<file path="config.mk">
export PLATFORM = sky130hd
export DESIGN_NAME = logic_unit_pipe
export DESIGN_NICKNAME = d
export VERILOG_FILES = /design/src/rtl/logic_unit_pipe.sv
export SDC_FILE = /design/constraint.sdc
export NUM_CORES = 1
export LEC_CHECK = 0
export ABC_AREA = 1
export BUFFER_PORTS_ARGS = -buffer_cell sky130_fd_sc_hd__buf_2
export CAP_MARGIN = 20
export CELL_PAD_IN_SITES_DETAIL_PLACEMENT = 1
export CELL_PAD_IN_SITES_GLOBAL_PLACEMENT = 2
export CORE_MARGIN = 2
export CORE_UTILIZATION = 30
export CTS_BUF_LIST = sky130_fd_sc_hd__clkbuf_8
export CTS_CLUSTER_SIZE = 10
export DETAILED_ROUTE_END_ITERATION = 7
export PLACE_DENSITY_LB_ADDON = 0.1
export SLEW_MARGIN = 30
export SYNTH_ARGS = -nofsm -noshare
export SYNTH_HDL_FRONTEND = slang
export SYNTH_SLANG_ARGS = --single-unit
</file>
<file path="constraint.sdc">
create_clock -name clk -period 3 [get_ports clk]
set_input_delay 0.15 -clock clk [delete_from_list [all_inputs] [get_ports clk]]
set_output_delay 0.15 -clock clk [all_outputs]
set_load 0.02 [all_outputs]
</file>
<file path="src/rtl/logic_unit_pipe.sv">
// logic_unit_pipe: registered WIDTH-bit bitwise logic unit.
// One of eight two-input gate functions is applied per bit and the result is
// held in a single output stage with valid/ready flow control on both sides.
// An accumulator register chains results back in as operand A, and a
// saturating counter records how many operations have been accepted.
module logic_unit_pipe #(
   parameter int WIDTH = 8,
   parameter int CNT_W = 16
) (
   input  logic             clk,
   input  logic             rst_n,
   input  logic             in_valid,
   output logic             in_ready,
   input  logic [2:0]       op,
   input  logic [WIDTH-1:0] a,
   input  logic [WIDTH-1:0] b,
   input  logic             acc_en,
   input  logic             acc_clr,
   output logic             out_valid,
   input  logic             out_ready,
   output logic [WIDTH-1:0] y,
   output logic             zero,
   output logic             parity,
   output logic [WIDTH-1:0] acc,
   output logic [CNT_W-1:0] op_count
);

   localparam logic [2:0] OP_AND  = 3'b000;
   localparam logic [2:0] OP_OR   = 3'b001;
   localparam logic [2:0] OP_NAND = 3'b010;
   localparam logic [2:0] OP_NOR  = 3'b011;
   localparam logic [2:0] OP_XOR  = 3'b100;
   localparam logic [2:0] OP_XNOR = 3'b101;
   localparam logic [2:0] OP_NOTA = 3'b110;

   logic             out_valid_reg, out_valid_next;
   logic [WIDTH-1:0] y_reg, y_next;
   logic             zero_reg, zero_next;
   logic             parity_reg, parity_next;
   logic [WIDTH-1:0] acc_reg, acc_next;
   logic [CNT_W-1:0] cnt_reg, cnt_next;

   logic             accept;
   logic [WIDTH-1:0] opa;
   logic [WIDTH-1:0] f_comb;

   // The output stage can take a new result when empty or when it drains this cycle.
   assign in_ready = !out_valid_reg || out_ready;
   assign accept   = in_valid && in_ready;

   // A clear in the same cycle wins over the stored accumulator value.
   assign opa = acc_en ? (acc_clr ? '0 : acc_reg) : a;

   // Per-bit gate evaluation; every bit uses the same function select.
   generate
      for (genvar gi = 0; gi < WIDTH; gi++) begin : g_bit
         logic bit_f;

         // Select the gate function for this bit.
         always_comb begin
            bit_f = 1'b0;
            case (op)
               OP_AND:  bit_f = opa[gi] & b[gi];
               OP_OR:   bit_f = opa[gi] | b[gi];
               OP_NAND: bit_f = ~(opa[gi] & b[gi]);
               OP_NOR:  bit_f = ~(opa[gi] | b[gi]);
               OP_XOR:  bit_f = opa[gi] ^ b[gi];
               OP_XNOR: bit_f = ~(opa[gi] ^ b[gi]);
               OP_NOTA: bit_f = ~opa[gi];
               default: bit_f = ~b[gi];
            endcase
         end

         assign f_comb[gi] = bit_f;
      end
   endgenerate

   // Next-state for the output stage, accumulator and counter.
   always_comb begin
      out_valid_next = out_valid_reg;
      y_next         = y_reg;
      zero_next      = zero_reg;
      parity_next    = parity_reg;
      acc_next       = acc_reg;
      cnt_next       = cnt_reg;
      if (accept) begin
         out_valid_next = 1'b1;
         y_next         = f_comb;
         zero_next      = ~|f_comb;
         parity_next    = ^f_comb;
         acc_next       = f_comb;
         if (cnt_reg != {CNT_W{1'b1}}) begin
            cnt_next = cnt_reg + 1'b1;
         end
      end else begin
         if (acc_clr) begin
            acc_next = '0;
         end
         if (out_valid_reg && out_ready) begin
            out_valid_next = 1'b0;
         end
      end
   end

   // State registers with synchronous active-low reset.
   always_ff @(posedge clk) begin
      if (!rst_n) begin
         out_valid_reg <= 1'b0;
         y_reg         <= '0;
         zero_reg      <= 1'b0;
         parity_reg    <= 1'b0;
         acc_reg       <= '0;
         cnt_reg       <= '0;
      end else begin
         out_valid_reg <= out_valid_next;
         y_reg         <= y_next;
         zero_reg      <= zero_next;
         parity_reg    <= parity_next;
         acc_reg       <= acc_next;
         cnt_reg       <= cnt_next;
      end
   end

   assign out_valid = out_valid_reg;
   assign y         = y_reg;
   assign zero      = zero_reg;
   assign parity    = parity_reg;
   assign acc       = acc_reg;
   assign op_count  = cnt_reg;

endmodule

</file>
==> flow_summary.json <==
{
  "syn_nets": 455,
  "stdcell_count": 582,
  "fin_crit_sh_pct": 77.67,
  "insertion_delay_ns": 0.30,
  "die_y_um": 95.31,
  "numCtsBuffers": 5,
  "final_cell_area_um2": 3022,
  "status": "finished, final reports clean",
  "clock.fmax_ghz": 0.4292,
  "synthTopCellsByArea": "dfxtp_1, nand2_1, nand3_1",
  "io_buffers": 60,
  "grt_use_total_pct": 19.20,
  "wl_per_cell_um": 13.91,
  "rows": 33,
  "synth_cell_types": 19,
  "io_pins": 61,
  "postSynthAreaPerCell_um2": 6.012,
  "ys_ff_latch": 35,
  "powerDensity_nw_per_um2": 426.5,
  "cap_violations": 0,
  "drt_iter0_drc": 53,
  "grt-ovfl-total": 0,
  "die_width_um": 95.31,
  "required_ns": 3.19,
  "ant_nets": 0,
  "crit_fanout": 4,
  "first_pass_iters": 4,
  "synth_top_area_share_pct": 28.01,
  "antenna_found_initial": 0,
  "final_common_cell": "nand2_1",
  "cts_hold_buf": 0,
  "diodes": 0,
  "drcViolationCount": 0,
  "vias": 2815,
  "cts_root_buffer": "clkbuf_8",
  "hold_viol": 0,
  "layout-drive-gt1-share_pct": 16.56,
  "crit_type": "register to register",
  "largest_reg_flops": 16,
  "slew_headroom_pct": 57.86,
  "drv_slew": 0,
  "setup_tns_ns": 0,
  "hold_class": "primary input to register",
  "cts_sinks": 35,
  "start_kind": "register",
  "p_leak_nw": 1.519,
  "viasPerCell": 4.837,
  "arrival_ns": 2.52,
  "yosysWarnings": 0,
  "grt_start_max_net_pins": 20,
  "dp_hpwl_mm": 6.424,
  "rsz0062_at_grt": "false",
  "place_area_um2": 2907,
  "cts_resized": 0,
  "setup_viol": 0,
  "dp_cells": 574,
  "tritoncts": "done",
  "fin_nets": 515,
  "htree_levels": 2,
  "period_minus_slack_ns": 2.330,
  "die_area_um2": 9084,
  "netlist_area_um2": 2501,
  "synth_cells": 416,
  "grt_pass1_wl_mm": 13.63,
  "tightest_slew_ns": 0.6287,
  "syn_to_final_growth_pct": 20.81,
  "vdd_drop_max_uv": 203.1,
  "first_global_vias": 2839,
  "cts_buffer_depth": 2,
  "cts_setup_buffers": 0,
  "clock_skew_ns": 0.01030,
  "yosysSeqAreaShare_pct": 28.01,
  "synth_top_cell_by_area": "dfxtp_1",
  "final_cell_mix": "nand2_1, buf_2, inv_1",
  "drt-total-wl_mm": 8.093,
  "endpoint_kind": "register",
  "start_util_pct": 30.75,
  "cts.clk_slew.worst_paths_ns": 0.08,
  "gp_congestion": 0.8162,
  "fp.coreArea_um2": 8134
}
-- worst max-delay path, cell delays in order (launching register included) --
cell and delay (ns):
dfxtp_1 0.39, nand3_1 0.18, nand2_1 0.13, ha_1 0.24
inv_1 0.06, nor2_1 0.04, nor2_1 0.09, nand3_1 0.09
nor2_1 0.09, nand2_1 0.11, inv_1 0.08, ha_1 0.24
xnor2_1 0.20, xnor2_1 0.09, o21ai_0 0.15, inv_1 0.05
-- where the power goes --
part           total, W  leakage, nW  internal [W]  switching [W]
logic          0.000331         1.18      0.000118       0.000213
registers      0.000510        0.286      0.000490      0.0000200
clock network  0.000447       0.0548      0.000250       0.000197
total           0.00129         1.52      0.000858       0.000430
-- cell usage after synthesis (all sizes together) --
library cell and instances:
nand3 48, inv 51, clkbuf 5, nand4 10, dfxtp 35, o21ai 7
nor2 48, xor2 9, nor3 7, xnor2 6, buf 4, nand2 138
a21oi 34, ha 14
-- final timing paths --
path              startpoint     endpoint  slack, ns  depth (start not counted)
setup / recovery      acc[6]       parity       0.67                         15
hold / removal         rst_n  op_count[1]       0.15                          3
setup reg to reg      acc[6]       parity       0.67                         15
hold reg to reg         y[5]         y[5]       0.47                          2
-- layer usage --
metal | track usage [%] | routed length, µm | up-vias
li1 | - | - | 1455
met1 | 24.75 | 3819 | 1315
met2 | 33.63 | 3974 | 37
met3 | 3.241 | 236 | 8
met4 | 3.865 | 62 | 0
met5 | 0 | 0 | -
-- cell families after synthesis --
kind of cell | Yosys count | share of synthesized area [%]
AO/OA/AOI/OAI | 41 | 8.204
XOR/XNOR | 15 | 5.253
adder cells (fa/ha/maj) | 14 | 7.004
buffers and inverters | 60 | 9.305
flip-flops | 35 | 28.01
AND/OR/NAND/NOR | 251 | 42.22
-- layout make-up --
type | instances | area [µm²]
sequential | 35 | 700.7
inverter | 51 | 191.4
tap | 105 | 131.4
clock inverter | 3 | 46.29
clock buffer | 5 | 68.82
fill | 1095 | 5112
timing repair buffer | 62 | 315.3
multi-input combinational | 321 | 1568
-- through the flow --
| stage | hold WS, ns | total power [W] | setup WS [ns] | utilization [%] |
|---|---|---|---|---|
| floorplan | 0.2884 | 0.0007481 | 0.8304 | - |
| global placement | 0.4547 | 0.0008510 | 0.5251 | 35.73 |
| detailed placement | 0.4575 | 0.0008604 | 0.4412 | 35.73 |
| CTS | 0.1561 | 0.001309 | 0.6525 | 37.15 |
| global route | 0.1765 | 0.001378 | 0.4483 | 37.15 |
| finish | 0.1549 | 0.001289 | 0.6698 | 37.15 |
Note: power is estimated with default switching activity, not from simulation.
